`src/rtl/bus_arbiter_pkg.sv`:
```
`default_nettype none
// ============================================================================
// Module   : bus_arbiter_pkg
// Purpose  : Shared encodings for the memory-bus arbiter: FSM states,
//            request type codes and default grant timeout.
// Revision : 1.0 - initial release
// ============================================================================
package bus_arbiter_pkg;

  // Arbiter FSM state encodings
  typedef enum logic [1:0] {
    ARB_IDLE    = 2'd0,
    ARB_OFFER   = 2'd1,
    ARB_BUSY    = 2'd2,
    ARB_RELEASE = 2'd3
  } arb_state_e;

  // Request type codes presented by the handlers
  localparam logic REQ_WB  = 1'b0;
  localparam logic REQ_PWB = 1'b1;

  // Default cycles an offered grant waits for hold
  localparam int GRANT_TIMEOUT_DEF = 4;

  // Width of the offer timeout counter
  localparam int CNT_W = 4;

  // Increment an index, wrapping back to zero at n (works for any n)
  function automatic int unsigned wrap_inc(input int unsigned idx, input int unsigned n);
    return (idx + 1 >= n) ? 0 : idx + 1;
  endfunction

endpackage
`default_nettype wire

```
`src/rtl/bus_arbiter_if.sv`:
```
`default_nettype none
// ============================================================================
// Module   : bus_arbiter_if
// Purpose  : Request/grant bundle between the handlers and the arbiter.
//            master = arbiter side, slave = handler side.
// Revision : 1.0 - initial release
// ============================================================================
interface bus_arbiter_if #(
  parameter int N_DEV = 4,
  parameter int IDX_W = 2
);
  logic [N_DEV-1:0] request;
  logic [N_DEV-1:0] request_type;
  logic [N_DEV-1:0] hold;
  logic [N_DEV-1:0] grant;
  logic             active;
  logic [IDX_W-1:0] owner;
  logic             owner_type;

  modport master (
    input  request, request_type, hold,
    output grant, active, owner, owner_type
  );

  modport slave (
    output request, request_type, hold,
    input  grant, active, owner, owner_type
  );
endinterface
`default_nettype wire

```
`src/rtl/bus_arbiter_rr_priority_picker.sv`:
```
`default_nettype none
// ============================================================================
// Module   : rr_priority_picker
// Purpose  : Combinational round-robin search: first set bit of mask_i at or
//            after ptr_i, wrapping modulo N_DEV.
// Revision : 1.0 - initial release
// ============================================================================
module rr_priority_picker #(
  parameter int N_DEV = 4,
  parameter int IDX_W = 2
) (
  input  wire logic [N_DEV-1:0] mask_i,
  input  wire logic [IDX_W-1:0] ptr_i,
  output logic                  valid_o,
  output logic [IDX_W-1:0]      idx_o
);

  // Scan from the farthest offset down so the nearest set bit wins last
  always_comb begin
    valid_o = 1'b0;
    idx_o   = '0;
    for (int k = N_DEV - 1; k >= 0; k--) begin
      if (mask_i[(int'(ptr_i) + k) % N_DEV]) begin
        valid_o = 1'b1;
        idx_o   = IDX_W'((int'(ptr_i) + k) % N_DEV);
      end
    end
  end

endmodule
`default_nettype wire

```
`src/rtl/bus_arbiter.sv`:
```
`default_nettype none
// ============================================================================
// Module   : bus_arbiter
// Purpose  : Grants the shared memory bus to one requester at a time.
//            Priority write-backs beat ordinary write-backs; round-robin
//            within the winning class. All outputs registered.
// Revision : 1.0 - initial release
// ============================================================================
module bus_arbiter
  import bus_arbiter_pkg::*;
#(
  parameter int N_DEV         = 4,
  parameter int IDX_W         = 2,
  parameter int GRANT_TIMEOUT = GRANT_TIMEOUT_DEF
) (
  input  wire logic       clk,
  input  wire logic       rst,
  bus_arbiter_if.master   bus
);

  localparam logic [N_DEV-1:0] ONE_HOT0 = {{(N_DEV-1){1'b0}}, 1'b1};
  localparam logic [CNT_W-1:0] CNT_LAST = CNT_W'(GRANT_TIMEOUT - 1);

  arb_state_e       state_q;
  logic [IDX_W-1:0] rr_ptr_q;
  logic [CNT_W-1:0] cnt_q;
  logic [N_DEV-1:0] grant_q;
  logic             active_q;
  logic [IDX_W-1:0] owner_q;
  logic             owner_type_q;

  logic [N_DEV-1:0] w_pwb;
  logic [N_DEV-1:0] w_mask;
  logic             w_win_valid;
  logic [IDX_W-1:0] w_win_idx;
  logic [IDX_W-1:0] w_owner_next;

  // Restrict the search to priority write-backs whenever any are pending
  always_comb begin
    w_pwb  = bus.request & bus.request_type;
    w_mask = (|w_pwb) ? w_pwb : bus.request;
  end

  assign w_owner_next = IDX_W'(wrap_inc(32'(owner_q), N_DEV));

  rr_priority_picker #(
    .N_DEV (N_DEV),
    .IDX_W (IDX_W)
  ) u_picker (
    .mask_i  (w_mask),
    .ptr_i   (rr_ptr_q),
    .valid_o (w_win_valid),
    .idx_o   (w_win_idx)
  );

  // Arbitration FSM with registered grant/active/owner outputs
  always_ff @(posedge clk or negedge rst) begin
    if (!rst) begin
      state_q      <= ARB_IDLE;
      rr_ptr_q     <= '0;
      cnt_q        <= '0;
      grant_q      <= '0;
      active_q     <= 1'b0;
      owner_q      <= '0;
      owner_type_q <= 1'b0;
    end else begin
      case (state_q)
        ARB_IDLE: begin
          if (w_win_valid) begin
            owner_q      <= w_win_idx;
            owner_type_q <= bus.request_type[w_win_idx];
            grant_q      <= ONE_HOT0 << w_win_idx;
            cnt_q        <= '0;
            state_q      <= ARB_OFFER;
          end
        end
        ARB_OFFER: begin
          if (bus.hold[owner_q]) begin
            active_q <= 1'b1;
            state_q  <= ARB_BUSY;
          end else if (!bus.request[owner_q]) begin
            // Withdrawn offer does not cost the requester its turn
            grant_q <= '0;
            state_q <= ARB_IDLE;
          end else if (cnt_q == CNT_LAST) begin
            // Unclaimed offer: revoke and move the pointer past this owner
            grant_q  <= '0;
            rr_ptr_q <= w_owner_next;
            state_q  <= ARB_IDLE;
          end else begin
            cnt_q <= cnt_q + 1'b1;
          end
        end
        ARB_BUSY: begin
          if (!bus.hold[owner_q]) begin
            grant_q  <= '0;
            active_q <= 1'b0;
            rr_ptr_q <= w_owner_next;
            state_q  <= ARB_RELEASE;
          end
        end
        ARB_RELEASE: begin
          // One dead-bus cycle for turnaround
          state_q <= ARB_IDLE;
        end
        default: begin
          state_q <= ARB_IDLE;
        end
      endcase
    end
  end

  assign bus.grant      = grant_q;
  assign bus.active     = active_q;
  assign bus.owner      = owner_q;
  assign bus.owner_type = owner_type_q;

endmodule
`default_nettype wire
```
`src/flat_wrapper.sv`:
```
// flat-port wrapper written by rule: the top's interface ports become plain ports
module bus_arbiter_flat import bus_arbiter_pkg::*;
#(
  parameter int N_DEV         = 4,
  parameter int IDX_W         = 2,
  parameter int GRANT_TIMEOUT = GRANT_TIMEOUT_DEF
)
  (clk, rst, bus_request, bus_request_type, bus_hold, bus_grant, bus_active, bus_owner, bus_owner_type);
  bus_arbiter_if #(.N_DEV(N_DEV), .IDX_W(IDX_W)) bus_i ();
  input  wire logic clk;
  input  wire logic rst;
  input wire logic [$bits(bus_i.request)-1:0] bus_request;
  input wire logic [$bits(bus_i.request_type)-1:0] bus_request_type;
  input wire logic [$bits(bus_i.hold)-1:0] bus_hold;
  output wire logic [$bits(bus_i.grant)-1:0] bus_grant;
  output wire logic [$bits(bus_i.active)-1:0] bus_active;
  output wire logic [$bits(bus_i.owner)-1:0] bus_owner;
  output wire logic [$bits(bus_i.owner_type)-1:0] bus_owner_type;
  assign bus_i.request = bus_request;
  assign bus_i.request_type = bus_request_type;
  assign bus_i.hold = bus_hold;
  assign bus_grant = bus_i.grant;
  assign bus_active = bus_i.active;
  assign bus_owner = bus_i.owner;
  assign bus_owner_type = bus_i.owner_type;
  bus_arbiter #(.N_DEV(N_DEV), .IDX_W(IDX_W), .GRANT_TIMEOUT(GRANT_TIMEOUT)) u_core (.clk(clk), .rst(rst), .bus(bus_i));
endmodule
```
`config.mk`:
```
export PLATFORM = sky130hd
export DESIGN_NAME = bus_arbiter_flat
export DESIGN_NICKNAME = d
export VERILOG_FILES = /design/src/rtl/bus_arbiter_pkg.sv /design/src/rtl/bus_arbiter_if.sv /design/src/rtl/bus_arbiter_rr_priority_picker.sv /design/src/rtl/bus_arbiter.sv /design/src/flat_wrapper.sv
export SDC_FILE = /design/constraint.sdc
export NUM_CORES = 1
export LEC_CHECK = 0
export CAP_MARGIN = 20
export CORE_UTILIZATION = 46
export CTS_BUF_LIST = sky130_fd_sc_hd__clkbuf_16
export CTS_CLUSTER_DIAMETER = 50
export DETAILED_ROUTE_END_ITERATION = 6
export PLACE_DENSITY = 0.75
export SETUP_SLACK_MARGIN = 0.2
export SLEW_MARGIN = 20
export SYNTH_ARGS = -nofsm -noshare
export SYNTH_HDL_FRONTEND = slang
export SYNTH_HIERARCHICAL = 1
export SYNTH_SLANG_ARGS = --single-unit
```
`constraint.sdc`:
```
create_clock -name clk -period 1.7 [get_ports clk]
set_input_delay 0.255 -clock clk [delete_from_list [all_inputs] [get_ports clk]]
set_output_delay 0.255 -clock clk [all_outputs]
set_load 0.05 [all_outputs]
```
**Word-level counts from Yosys, hierarchy flattened**

Cells that the tools add are included.

- Flip-flop bits (word level): 16
- Input bits: 14
- Output and inout port bits: 8
- Word-level logic and storage cells: 103

- Add/sub/neg operators: 5
- Magnitude comparators: 7
- Equality and inequality tests: 13
- Shift operators: 1
- Multiplexer cells: 52
- Bitwise operators: 4
- Reductions and logical operators: 14

Operators by type and width:

| kind | number |
|---|---|
| 2-to-1 mux 4 bit | 10 |
| 2-to-1 mux 2 bit | 14 |
| 2-to-1 mux 1 bit | 16 |
| AND reduction 5 bit | 3 |
| binary-select mux 1 bit (select 2 bit) | 7 |
| < comparator 3 x 4 -> 1 bit, second input constant | 3 |
| one-hot mux 4 bit (3 select lines) | 1 |
| < comparator 2 x 3 -> 1 bit, second input constant | 3 |
| inequality test 2 bit, second input constant | 4 |
| one-hot mux 2 bit (4 select lines) | 1 |
| one-hot mux 4 bit (2 select lines) | 1 |
| inequality test 2 x 1 -> 1 bit, second input constant | 3 |
| AND reduction 3 bit | 2 |
| OR reduction 2 bit | 3 |
| adder 2 bit, second input constant | 2 |
| adder 4 x 1 -> 4 bit, second input constant | 1 |
| bitwise AND 4 bit | 1 |
| == test 2 bit, second input constant | 2 |
| == test 4 x 2 -> 1 bit, second input constant | 1 |
| inequality test 4 x 3 -> 1 bit, second input constant | 1 |
| one-hot mux 2 bit (2 select lines) | 1 |
| nonzero test 2 bit | 2 |
| OR reduction 4 bit | 1 |
| << shifter 1 x 2 -> 4 bit, first input constant | 1 |
| 10 further kinds | 12 |

**Logic depth before layout (Yosys ltp)**

- Word-level depth: 13
- Gate-level depth with buffers: 10

**Modules after synthesis**

Netlist, hierarchy kept.

By module, submodules not included:

| module | instances | cells each | area an instance (µm²) |
|---|---|---|---|
| bus_arbiter | 1 | 101 | 1072.3 |
| rr_priority_picker | 1 | 13 | 77.6 |

**Worst setup path after synthesis**

Ideal clock, no wire load.

- Path type: input port to flip-flop
- Start: input bus_request[1]
- End: register u_core.owner_type_q, in the netlist u_core/bus.owner_type
- Library setup time: 0.125 ns
- Arrival: 2.334 ns
- Required time: 1.575 ns
- Slack: -0.759 ns
- Cell stages on the path: 7
- Path buffers: 0
- Cell sequence: a222oi_1 > a21boi_0 > o21a_1 > mux2i_1 > a211oi_2 > mux4_2 > mux2_2

- Cells in the longest elaborated chain, start to end: 12

RTL lines:

| what | line | text |
|---|---|---|
| from (decl) | flat_wrapper.sv:12 | `input wire logic [$bits(bus_i.request)-1:0] bus_request;` |
| bitwise AND 4 bit (*) | bus_arbiter.sv:40 | `w_pwb = bus.request & bus.request_type;` |
| OR reduction 4 bit (*) | bus_arbiter.sv:41 | `w_mask = (\|w_pwb) ? w_pwb : bus.request;` |
| 2-to-1 mux 4 bit (*) | bus_arbiter.sv:41 |  |
| net u_core.w_mask[3] | bus_arbiter.sv:33 | `logic [N_DEV-1:0] w_mask;` |
| binary-select mux 1 bit (select 2 bit) | bus_arbiter_rr_priority_picker.sv:23 | `if (mask_i[(int'(ptr_i) + k) % N_DEV]) begin` |
| 2-to-1 mux 1 bit (implied by the code) (2 in series) | bus_arbiter_rr_priority_picker.sv:23 |  |
| 2-to-1 mux 2 bit (3 in series) | bus_arbiter_rr_priority_picker.sv:23 |  |
| 2-to-1 mux 2 bit (*) | bus_arbiter_rr_priority_picker.sv:23 |  |
| net u_core.w_win_idx[0] | bus_arbiter.sv:35 | `logic [IDX_W-1:0] w_win_idx;` |
| binary-select mux 1 bit (select 2 bit) (*) | bus_arbiter.sv:71 | `owner_type_q <= bus.request_type[w_win_idx];` |
| 2-to-1 mux 1 bit (implied by the code) (*) | bus_arbiter.sv:71 |  |
| to (signal assigned) | bus_arbiter.sv:71 |  |
| to (decl) | bus_arbiter.sv:30 | `logic owner_type_q;` |

Mark *: on every way through the listed nets, which the timed path passes. The rest lies on a longest branch. The select of a mux whose other input is x is not followed.
A chain may end at the register's enable or synchronous reset.

**Final worst setup path**

- Start: input bus_request_type[1]
- End: register u_core.grant_q[3], in the netlist u_core/bus.grant[3]

- Cells in the longest elaborated chain, start to end: 13

RTL lines:

| what | line | text |
|---|---|---|
| from (decl) | flat_wrapper.sv:13 | `input wire logic [$bits(bus_i.request_type)-1:0] bus_request_type;` |
| bitwise AND 4 bit (*) | bus_arbiter.sv:40 |  |
| OR reduction 4 bit | bus_arbiter.sv:41 |  |
| 2-to-1 mux 4 bit (*) | bus_arbiter.sv:41 |  |
| net u_core.w_mask[1] | bus_arbiter.sv:33 |  |
| binary-select mux 1 bit (select 2 bit) | bus_arbiter_rr_priority_picker.sv:23 |  |
| 2-to-1 mux 1 bit (implied by the code) (2 in series) | bus_arbiter_rr_priority_picker.sv:23 |  |
| 2-to-1 mux 2 bit (3 in series) | bus_arbiter_rr_priority_picker.sv:23 |  |
| 2-to-1 mux 2 bit (*) | bus_arbiter_rr_priority_picker.sv:23 |  |
| net u_core.w_win_idx[1] | bus_arbiter.sv:35 |  |
| << shifter 1 x 2 -> 4 bit (*) | bus_arbiter.sv:72 | `grant_q <= ONE_HOT0 << w_win_idx;` |
| 2-to-1 mux 4 bit (*) | bus_arbiter.sv:69 | `if (w_win_valid) begin` |
| one-hot mux 4 bit (3 select lines) (*) | bus_arbiter.sv:67 | `case (state_q)` |
| to (signal assigned) | bus_arbiter.sv:72 |  |
| to (decl) | bus_arbiter.sv:27 | `logic [N_DEV-1:0] grant_q;` |

Marked as above.

==> flow_summary_export.csv <==
group,metric,value,unit
clock_network,cts-root-buf,"clkbuf_16",
critical_path,critPathMostFrequentCell,"buf_4",
power,seqPwrFrac,0.223,
power,power_density,1647,nW/µm²
critical_path,crit_family,"compound AO/OA/AOI/OAI gates",
critical_path,cp_cell_sequence,"buf_6, a222oi_1, buf_4, a21boi_4, buf_6, o21a_1, buf_4, nor2_2, a211oi_2, nor2_2, buf_4, and3b_1, mux2_1",
timing,hold_viol_final,0,
timing,max-slew-margin-rel,0.6680,
logic_synthesis,synth_top_area_cell,"dfrtp_1",
timing,worst_slew_pin_slew,0.4964,ns
floorplan,fp.dieW,52.00,µm
floorplan,fp-row-count,17,
power,p_leak,0.8914,nW
route,avgViaCountPerCell,5.903,
route,wire_per_inst,19.50,µm
power,internal-power,1.718,mW
logic_synthesis,yosysUniqueCellTypes,35,
critical_path,path_class,"input pin to flip-flop",
logic_synthesis,yosys.area_share.simple,0.2187,
timing,clock-skew-final,0.003193,ns
timing,max_freq,424.5,MHz
grt,grt_usage,0.3354,
finish,num_antenna_cells,0,
logic_synthesis,yosys-top-cells-area,"dfrtp_1, mux4_2, ha_1, mux2_2, mux2_1",
finish,drive_gt1_frac,0.5169,
route,drc,0,
placed_design,place_inst,188,
placed_design,dp_hpwl,2328,µm
finish,multi_input_area,859.6,µm²
critical_path,slowest_stage,"a222oi_1",
timing,setup_violations,13,
finish,layout_common_cells,"buf_4, dfrtp_1, nand2_1",
power,comb_power_share,0.625,
clock_network,cts.hold.buffers_added,0,
placed_design,io_buffers,21,
hold_path,hp-class,"input pin to asynchronous set/reset pin",
clock_network,cts_tree,"yes",
timing,grt_setup_unrepaired,"true",
route,drtIter0Drc,23,
clock_network,cts.sink_count,16,
critical_path,cp_num_buf_inv,5,
critical_path,critPathLaunchType,"input pin",
grt,grt_max_degree,11,
route,dr.pass1.iters,4,
logic_synthesis,syn_inst,114,
route,vias,1216,
logic_synthesis,synthMuxAreaShare,0.1839,
clock_network,clk_latency,0.25,ns
floorplan,pin_count,22,
timing,period_share,1.386,
floorplan,start_util,0.5052,
critical_path,worstPathRequired,1.83,ns
logic_synthesis,avgSynthCellArea,10.09,µm²
finish,fillers,130,
logic_synthesis,yosys_warnings,6,
logic_synthesis,synth_adder_area_share,0.07617,
run,cap_violations,0,
clock_network,cts.path.max_buffers,2,
finish,utilization,0.8235,
placed_design,place.gp.congestion,0.9038,
clock_network,cts_max_level,1,
power,peakVddDrop,0.001237,V
logic_synthesis,synth_top_family_by_area,"simple AND/OR/NAND/NOR gates",
placed_design,dp_slack,-1.174,ns
floorplan,dieArea,2703,µm²
timing,fin_ws,-0.6557,ns
logic_synthesis,synthesis.nets,135,
power,p_sw_frac,0.4435,
critical_path,crit_fanout,3,
critical_path,worstPathArrival,2.49,ns
route,wirelength,4016,µm
status,status,"finished, violations left",
critical_path,end_kind,"flip-flop",
clock_network,clk_pin_slew,0.05,ns
finish,syn_to_final_growth,63.00,%
critical_path,cpPeakStageDelay,0.31,ns
logic_synthesis,synth_compound_area_frac,0.1567,
power,p_total,3.087,mW
clock_network,numCtsBuffers,3,
floorplan,dieHeight,52.00,µm
grt,grt_pass1_wl,6285,µm
grt,grt_pass1_vias,1330,
floorplan,coreArea,2276,µm²
finish,seq_area,402.9,µm²
finish,layout_commonest_cell,"buf_4",
finish,stdcell_count,206,
power,switchingPower,1.369,mW
logic_synthesis,ys_ff_latch,16,
logic_synthesis,synth.yosys.seq_area_share,0.3482,
grt,antenna_found_initial,0,
logic_synthesis,synth_xor_area_frac,0,
logic_synthesis,synth_top_area_frac,0.3482,
grt,overflow,0,
route,postRouteAntennaNets,0,
finish,nets,200,
power,p_clk_frac,0.152,
timing,finalCriticalPeriod,2.356,ns
status,violations,"negative setup slack",
timing,drv_slew,0,
logic_synthesis,synth_area,1150,µm²
==> path summary, 6_finish.rpt <==
| check | startpoint | endpoint | slack, ns | cells after the start |
|---|---|---|---|---|
| setup / recovery | bus_request_type[1] | u_core/bus.grant[3]$_DFFE_PN0P_ | -0.66 | 13 |
| hold / removal | rst | u_core/cnt_q[0]$_DFFE_PN0P_ | 0.34 | 1 |
| setup reg to reg | u_core/rr_ptr_q[1]$_DFFE_PN0P_ | u_core/bus.owner_type$_DFFE_PN0P_ | -0.21 | 5 |
| hold reg to reg | u_core/bus.grant[3]$_DFFE_PN0P_ | u_core/bus.grant[3]$_DFFE_PN0P_ | 0.50 | 1 |
| max in group asynchronous | rst | u_core/state_q[0]$_DFFE_PN0P_ | 0.87 | 2 |
| min in group clk | u_core/bus.grant[3]$_DFFE_PN0P_ | u_core/bus.grant[3]$_DFFE_PN0P_ | 0.50 | 1 |
==> registers in the layout, indices dropped and copies added (netlist names), named ones only <==
signal,cells
u_core/bus.active,1
u_core/bus.grant,4
u_core/bus.owner,2
u_core/bus.owner_type,1
u_core/cnt_q,4
u_core/rr_ptr_q,2
u_core/state_q,1
==> stage by stage <==
step | hold WS [ns] | cell area, µm² | TNS [ns]
after CTS | 0.3512 | 1841 | -4.232
after detailed placement | 0.4874 | 1617 | -11.96
after global routing | 0.3924 | 1874 | -6.186
final | 0.3384 | 1874 | -5.897
after global placement | 0.4765 | 1617 | -10.29
after floorplan | -0.04059 | 1206 | -2.967
==> per-layer routing <==
layer	global-route usage	share of wire
met1	0.3655	0.39
met4	0.2432	0.057
met5	0	0
met2	0.5726	0.51
met3	0.06433	0.043
==> Yosys cell counts, drive strengths merged <==
cell type,instances
nor2b,6
nand4,3
nand2b,3
nand3b,1
mux2i,2
dfrtp,16
o21ai,7
nand2,9
mux4,4
ha,7
a21oi,5
nor4b,1
and3b,2
a22o,1
o21a,4
a21boi,1
a211oi,2
inv,3
o211ai,1
nor3b,5
a31oi,3
a222oi,1
mux2,9
nand3,4
a211o,1
and2b,1
clkbuf,2
and3,1
nor2,8
nor3,1
==> kinds of logic (layout without fill, tap and decap cells) <==
kind of cell,count (synthesis),count (layout)
AOI/OAI and AO/OA,26,26
adders and majority gates,7,7
buffers and inverters,5,69
DFF,16,16
muxes,15,15
and+or+nand+nor,45,45
==> power groups by stage <==
stage,sequential (mW),combinational (mW),clock (mW)
finish,0.689,1.93,0.469
CTS,0.672,1.81,0.474
floorplan,0.934,0.832,0
global placement,0.662,1.59,0
detailed placement,0.672,1.64,0
global route,0.702,2.03,0.489
==> layout make-up <==
type,count,area share
multi-input cells,93,0.4586
repair buffers,62,0.2597
flip-flops and latches,16,0.2150
clock buffers,3,0.04005
well taps,28,0.01869
inverters,3,0.006008
clock inverters,1,0.002003
==> repair_timing <==
action	in CTS	in global routing
cloned	1	0
pin swaps	9	5
resized for setup	44	6
endpoints found under the setup margin	15	16
buffers inserted	11	2
No activity file was read; power rests on OpenSTA's default activity.
==> patch 1, RTL diff (same settings) <==
Reset style: synchronous (`rst`), changed in one clocked block.
--- a/src/rtl/bus_arbiter.sv
+++ b/src/rtl/bus_arbiter.sv
@@ -54,7 +54,7 @@
   );
 
   // Arbitration FSM with registered grant/active/owner outputs
-  always_ff @(posedge clk or negedge rst) begin
+  always_ff @(posedge clk) begin
     if (!rst) begin
       state_q      <= ARB_IDLE;
       rr_ptr_q     <= '0;
Formal check against the unedited RTL: differs if rst is asserted again (counterexample within 4 cycles, from zero or initial values and one cycle with rst low); with rst held inactive, the same outputs for 4 cycles.
==> patch 1 against the unedited design <==
The flow finishes with violations (DRC, setup timing); global-route usage fell by 5.0 points; cell count rose by 11%; critical path depth decreased by 1; synthesized cell count is 18% higher; area after synthesis up 3.7%; sequential cell count unchanged; setup slack improved by 0.10 ns; count of clock-buffer cells in the layout unchanged; design area grew 8.2%; wire length up 0.67%; largest cell class unchanged.
Power is not compared: it rests on default switching activity, and its combinational part moved more than twofold at a synthesized area within 25%.
==> patch 1: results (changes against the unedited design) <==
### Setup path
* **arrival time at the worst endpoint** 2.43 ns, -0.06 ns
* **launching point of the worst reg2reg path** u_core/rr_ptr_q[1]
* **first element of the critical path** bus_request[1]

### Placed design
* **worst setup slack after placement** -1.03 ns, +0.144 ns
* **detailed-placement wirelength estimate** 2350 um, +0.81%
* **post-place instance area** 1640 sq um, +1.2%
* **global placement routability congestion** 0.755, -17%
* **# placed instances** 209, +11%
* **number of port buffers** 21, unchanged

### Routing
* **Initial DRT Pass Iterations** 6, +2
* **violation count after the first detailed-routing iteration** 43, +87%
* **DR DRC count** 2, +2
* **DR WL/cell** 17.7 um, -9.0%
* **count of vias placed by the detailed router** 1336, +9.9%

### Pwr
* **P_leak** 0.856 nW
* **VDD IR max** 0.843 mV
* **cell-internal power** 1.16 mW

### Cells and area
* **diode insertion count for antenna repair** 0, unchanged
* **layout cells sized above 1** 53.0%, +1.3 points
* **number of non-filler instances in the completed layout** 228, +11%
* **number of nets in the final layout** 220, +10%

### STA
* **Layout Skew** 0.00468 ns, +0.00149 ns
* **Slew headroom** 64.2%, -2.6 points
* **Finish-stage setup viols** 13, unchanged
* **Final WS setup** -0.555 ns, +0.101 ns
* **final total negative setup slack** -6.09 ns, -0.190 ns

### Logic synthesis
* **synthesized netlist net count** 155, +15%
* **top cells by area, synth** dfxtp_1, mux2i_1, nand2_1
* **Yosys cell types** 37, +5.7%
* **Mapped Cells** 134, +18%
* **synth cell count leaders** nand2_1, dfxtp_1, mux2i_1, nand3_1, nor2_1
* **number of warning messages in the yosys log** 6, unchanged
* **Top FF cell, synth** dfxtp_1
* **asr flop ratio synth** 0%, -100 points
* **sequential-to-total area share from yosys stat** 26.9%, -8.0 points

### Worst hold path
* **Tightest Hold Check Type** flop to flop

### Outcome
* **violated checks** DRC, setup timing
* **result of the run** finished with violations

### Clock tree
* **clock network latency to the later pin of the worst-skew pair** 0.25 ns, about the same
* **CTS Buffer Depth** 2, unchanged
* **clock slew at reported path FFs** 0.05 ns, about the same

### Global routing
* **first-pass GRT wire length** 5700 um, -9.3%
* **pin count of the biggest net entering global routing** 14, +3
* **Tot GR Track Use** 28.5%, -5.0 points

[patch 1: cell families after synthesis]
family | Yosys count | synth area share (%)
flip-flops | 16 | 26.9
multiplexers | 13 | 14.2
AND/OR/NAND/NOR | 58 | 27.9
adder cells (fa/ha/maj) | 7 | 7.34
AO/OA/AOI/OAI | 30 | 19.9
buffers and inverters | 10 | 3.78
[patch 1: final cells by class]
cell class,count,area (sq um)
well taps,30,37.5
clock inverters,1,3.75
inverters,6,22.5
repair buffers,64,549
clock buffers,3,75.1
multi-input cells,108,1010
flip-flops and latches,16,325
fillers,138,427
[patch 1: per-layer routing]
layer  global-route usage [%]  up-vias  wire length (um)
li1                         -      624                 -
met3                     3.74       16               140
met1                     30.9      637              1520
met5                        0        -                 0
met2                     53.2       59              2210
met4                     14.5        0               174
[patch 1: path summary, 6_finish.rpt]
kind	end	slack, ns	cells after the start
worst min register to register	u_core/bus.grant[1]	0.47	2
worst max-delay path	u_core/bus.grant[0]	-0.55	12
worst max register to register	u_core/bus.owner_type	-0.12	6
worst min-delay path	u_core/bus.grant[1]	0.47	2
[patch 1: worst max-delay path: stages]
cell and delay, ns:
buf_6 0.09, a222oi_1 0.43, a21boi_2 0.32, buf_4 0.15, o21a_1 0.14, buf_6 0.12
nand2b_4 0.06, a21oi_4 0.16, a211oi_4 0.06, buf_4 0.15, or3_4 0.37, mux2i_1 0.12
[patch 1: power by group through the flow]
stage / Clock (mW) / Sequential, mW / Combinational, mW
floorplan: 0 / 0.543 / 0.343
global placement: 0 / 0.460 / 0.675
detailed placement: 0 / 0.462 / 0.697
CTS: 0.464 / 0.454 / 0.827
global route: 0.484 / 0.461 / 0.964
finish: 0.463 / 0.456 / 0.913
[patch 1: timing repair]
action                     4_1_cts  5_1_grt
hold buffers                     0        0
hold endpoints to repair         0        0
buffers inserted                13        2
gates resized for setup         63       18
cloned                           0        0
setup endpoints to repair       16       16
pin swaps                       21       12
==> patch 2, RTL diff (same flow settings) <==
Made on the original files. Set the package constant `CNT_W` to 6 (it was 4).
--- a/src/rtl/bus_arbiter_pkg.sv
+++ b/src/rtl/bus_arbiter_pkg.sv
@@ -23,7 +23,7 @@
   localparam int GRANT_TIMEOUT_DEF = 4;
 
   // Width of the offer timeout counter
-  localparam int CNT_W = 4;
+  localparam int CNT_W = 6;
 
   // Increment an index, wrapping back to zero at n (works for any n)
   function automatic int unsigned wrap_inc(input int unsigned idx, input int unsigned n);
Formal check against the unedited RTL: same outputs for any inputs over 4 cycles, from zero or initial values and one cycle with rst low; that may be too few to reach the edited logic, so the function may still have changed.
==> patch 2 against the unedited design <==
Design area rose by 21%; sequential power rose by 7.5%; cell count rose by 17%; sequential cell count rose by 2; non-clock buffer count rose by 11; area after synthesis rose by 13%; wire length rose by 48%; the flow still finishes with violations (setup timing); power rose by 30%; setup slack got worse by 0.29 ns; utilization rose by 5.8 points.
==> patch 2: results (changes against the unedited design) <==
### Outcome
* **result of the run** finished with violations
* **violated checks** setup timing

### Pwr
* **Power Density** 1780 nW/um^2, +7.9%
* **Psw** 1.89 mW, +38%
* **portion of total power attributed to combinational logic** 69.6%, +7.1 points
* **P_leak** 1.02 nW, +15%
* **total clock network power** 0.482 mW, +3%
* **VDD IR max** 1.66 mV, +34%

### Logic synthesis
* **top cells by area, synth** dfrtp_1, ha_1, mux4_2
* **syn avg cell area** 9.33 sq um, -7.5%
* **synthesized netlist net count** 160, +19%
* **synth cell count leaders** dfrtp_1, a21oi_1, nand2_1, nor2_1, inv_1
* **sequential-to-total area share from yosys stat** 34.7%, -0.10 points
* **asr flop ratio synth** 100%, unchanged
* **number of warning messages in the yosys log** 6, unchanged
* **Yosys cell types** 45, +29%

### Routing
* **Metal-1 WL** 2120 um, +36%
* **violation count after the first detailed-routing iteration** 124, +440%
* **routed length on met3** 452 um, +160%
* **met2 wire len** 2920 um, +42%
* **Initial DRT Pass Iterations** 5, +1
* **count of vias placed by the detailed router** 1643, +35%
* **DR WL/cell** 24.6 um, +26%

### Global routing
* **Tot GR Track Use** 33.3%, -0.21 points
* **global routing usage on met3** 2.46%, -4.0 points
* **first-pass GRT wire length** 6970 um, +11%
* **global routing met1 resource utilization** 36.7%, +0.17 points
* **pin count of the biggest net entering global routing** 19, +8
* **vias in the first global route** 1549, +16%
* **met2 GRT Util** 64.3%, +7.0 points

### Cells and area
* **number of non-filler instances in the completed layout** 241, +17%
* **number of nets in the final layout** 233, +17%
* **number of filler instances in the final layout** 108, -17%
* **diode insertion count for antenna repair** 0, unchanged
* **layout cells sized above 1** 53.6%, +1.9 points
* **final std cell area, no fill** 2260 sq um, +21%

### STA
* **Final WS setup** -0.945 ns, -0.289 ns
* **Layout Skew** 0.00270 ns, -0.000490 ns
* **final total negative setup slack** -10.46 ns, -4.56 ns
* **Slew headroom** 59.8%, -7.0 points
* **Finish-stage setup viols** 18, +5
* **final-layout worst hold slack** 0.336 ns, -0.00202 ns

### Placed design
* **global placement routability congestion** 0.880, -2.7%
* **# placed instances** 223, +19%
* **detailed-placement wirelength estimate** 3020 um, +30%
* **worst setup slack after placement** -1.20 ns, -0.0215 ns
* **post-place instance area** 1890 sq um, +17%

### Setup path
* **launching point of the worst reg2reg path** u_core/cnt_q[3]
* **CP Max Fanout** 4, +1
* **minimum setup slack among reg-to-reg paths** -0.47 ns, -0.26 ns
* **arrival time at the worst endpoint** 2.73 ns, +0.24 ns
* **slowest cell delay on critical path** 0.47 ns, +0.16 ns
* **capture point of the worst reg-to-reg path** u_core/bus.grant[1]
* **first element of the critical path** bus_request[0]
* **Worst R2R Path Depth** 4, -1

## patch 2: cell types whose count changed after synthesis, sizes merged, moves of 3 or more
cell,delta
a21oi,+7
buf,+3
inv,+5
mux2,-5
nand2,+3
nor2b,-4
nor3b,-3
o211ai,+3
## patch 2: kinds of logic after synthesis
group | Yosys count | share of synthesized area (%)
adder cells (fa/ha/maj) | 7 | 6.75
buffers and inverters | 13 | 4.44
multiplexers | 9 | 10.2
flip-flops | 18 | 34.7
AO/OA/AOI/OAI | 49 | 27.2
AND/OR/NAND/NOR | 43 | 16.7
## patch 2: layout make-up
| type | count | area share, % |
|---|---|---|
| repair buffers | 73 | 27.9 |
| clock buffers | 3 | 3.32 |
| multi-input cells | 108 | 45.6 |
| inverters | 8 | 1.44 |
| flip-flops and latches | 18 | 20.0 |
| well taps | 30 | 1.66 |
| clock inverters | 1 | 0.166 |
## patch 2: repair_timing
action                                  CTS  global route
pin swaps                                 8             7
gates cloned                              0             0
endpoints found under the setup margin   18            18
setup buffers                             7             7
resized for setup                        52            22
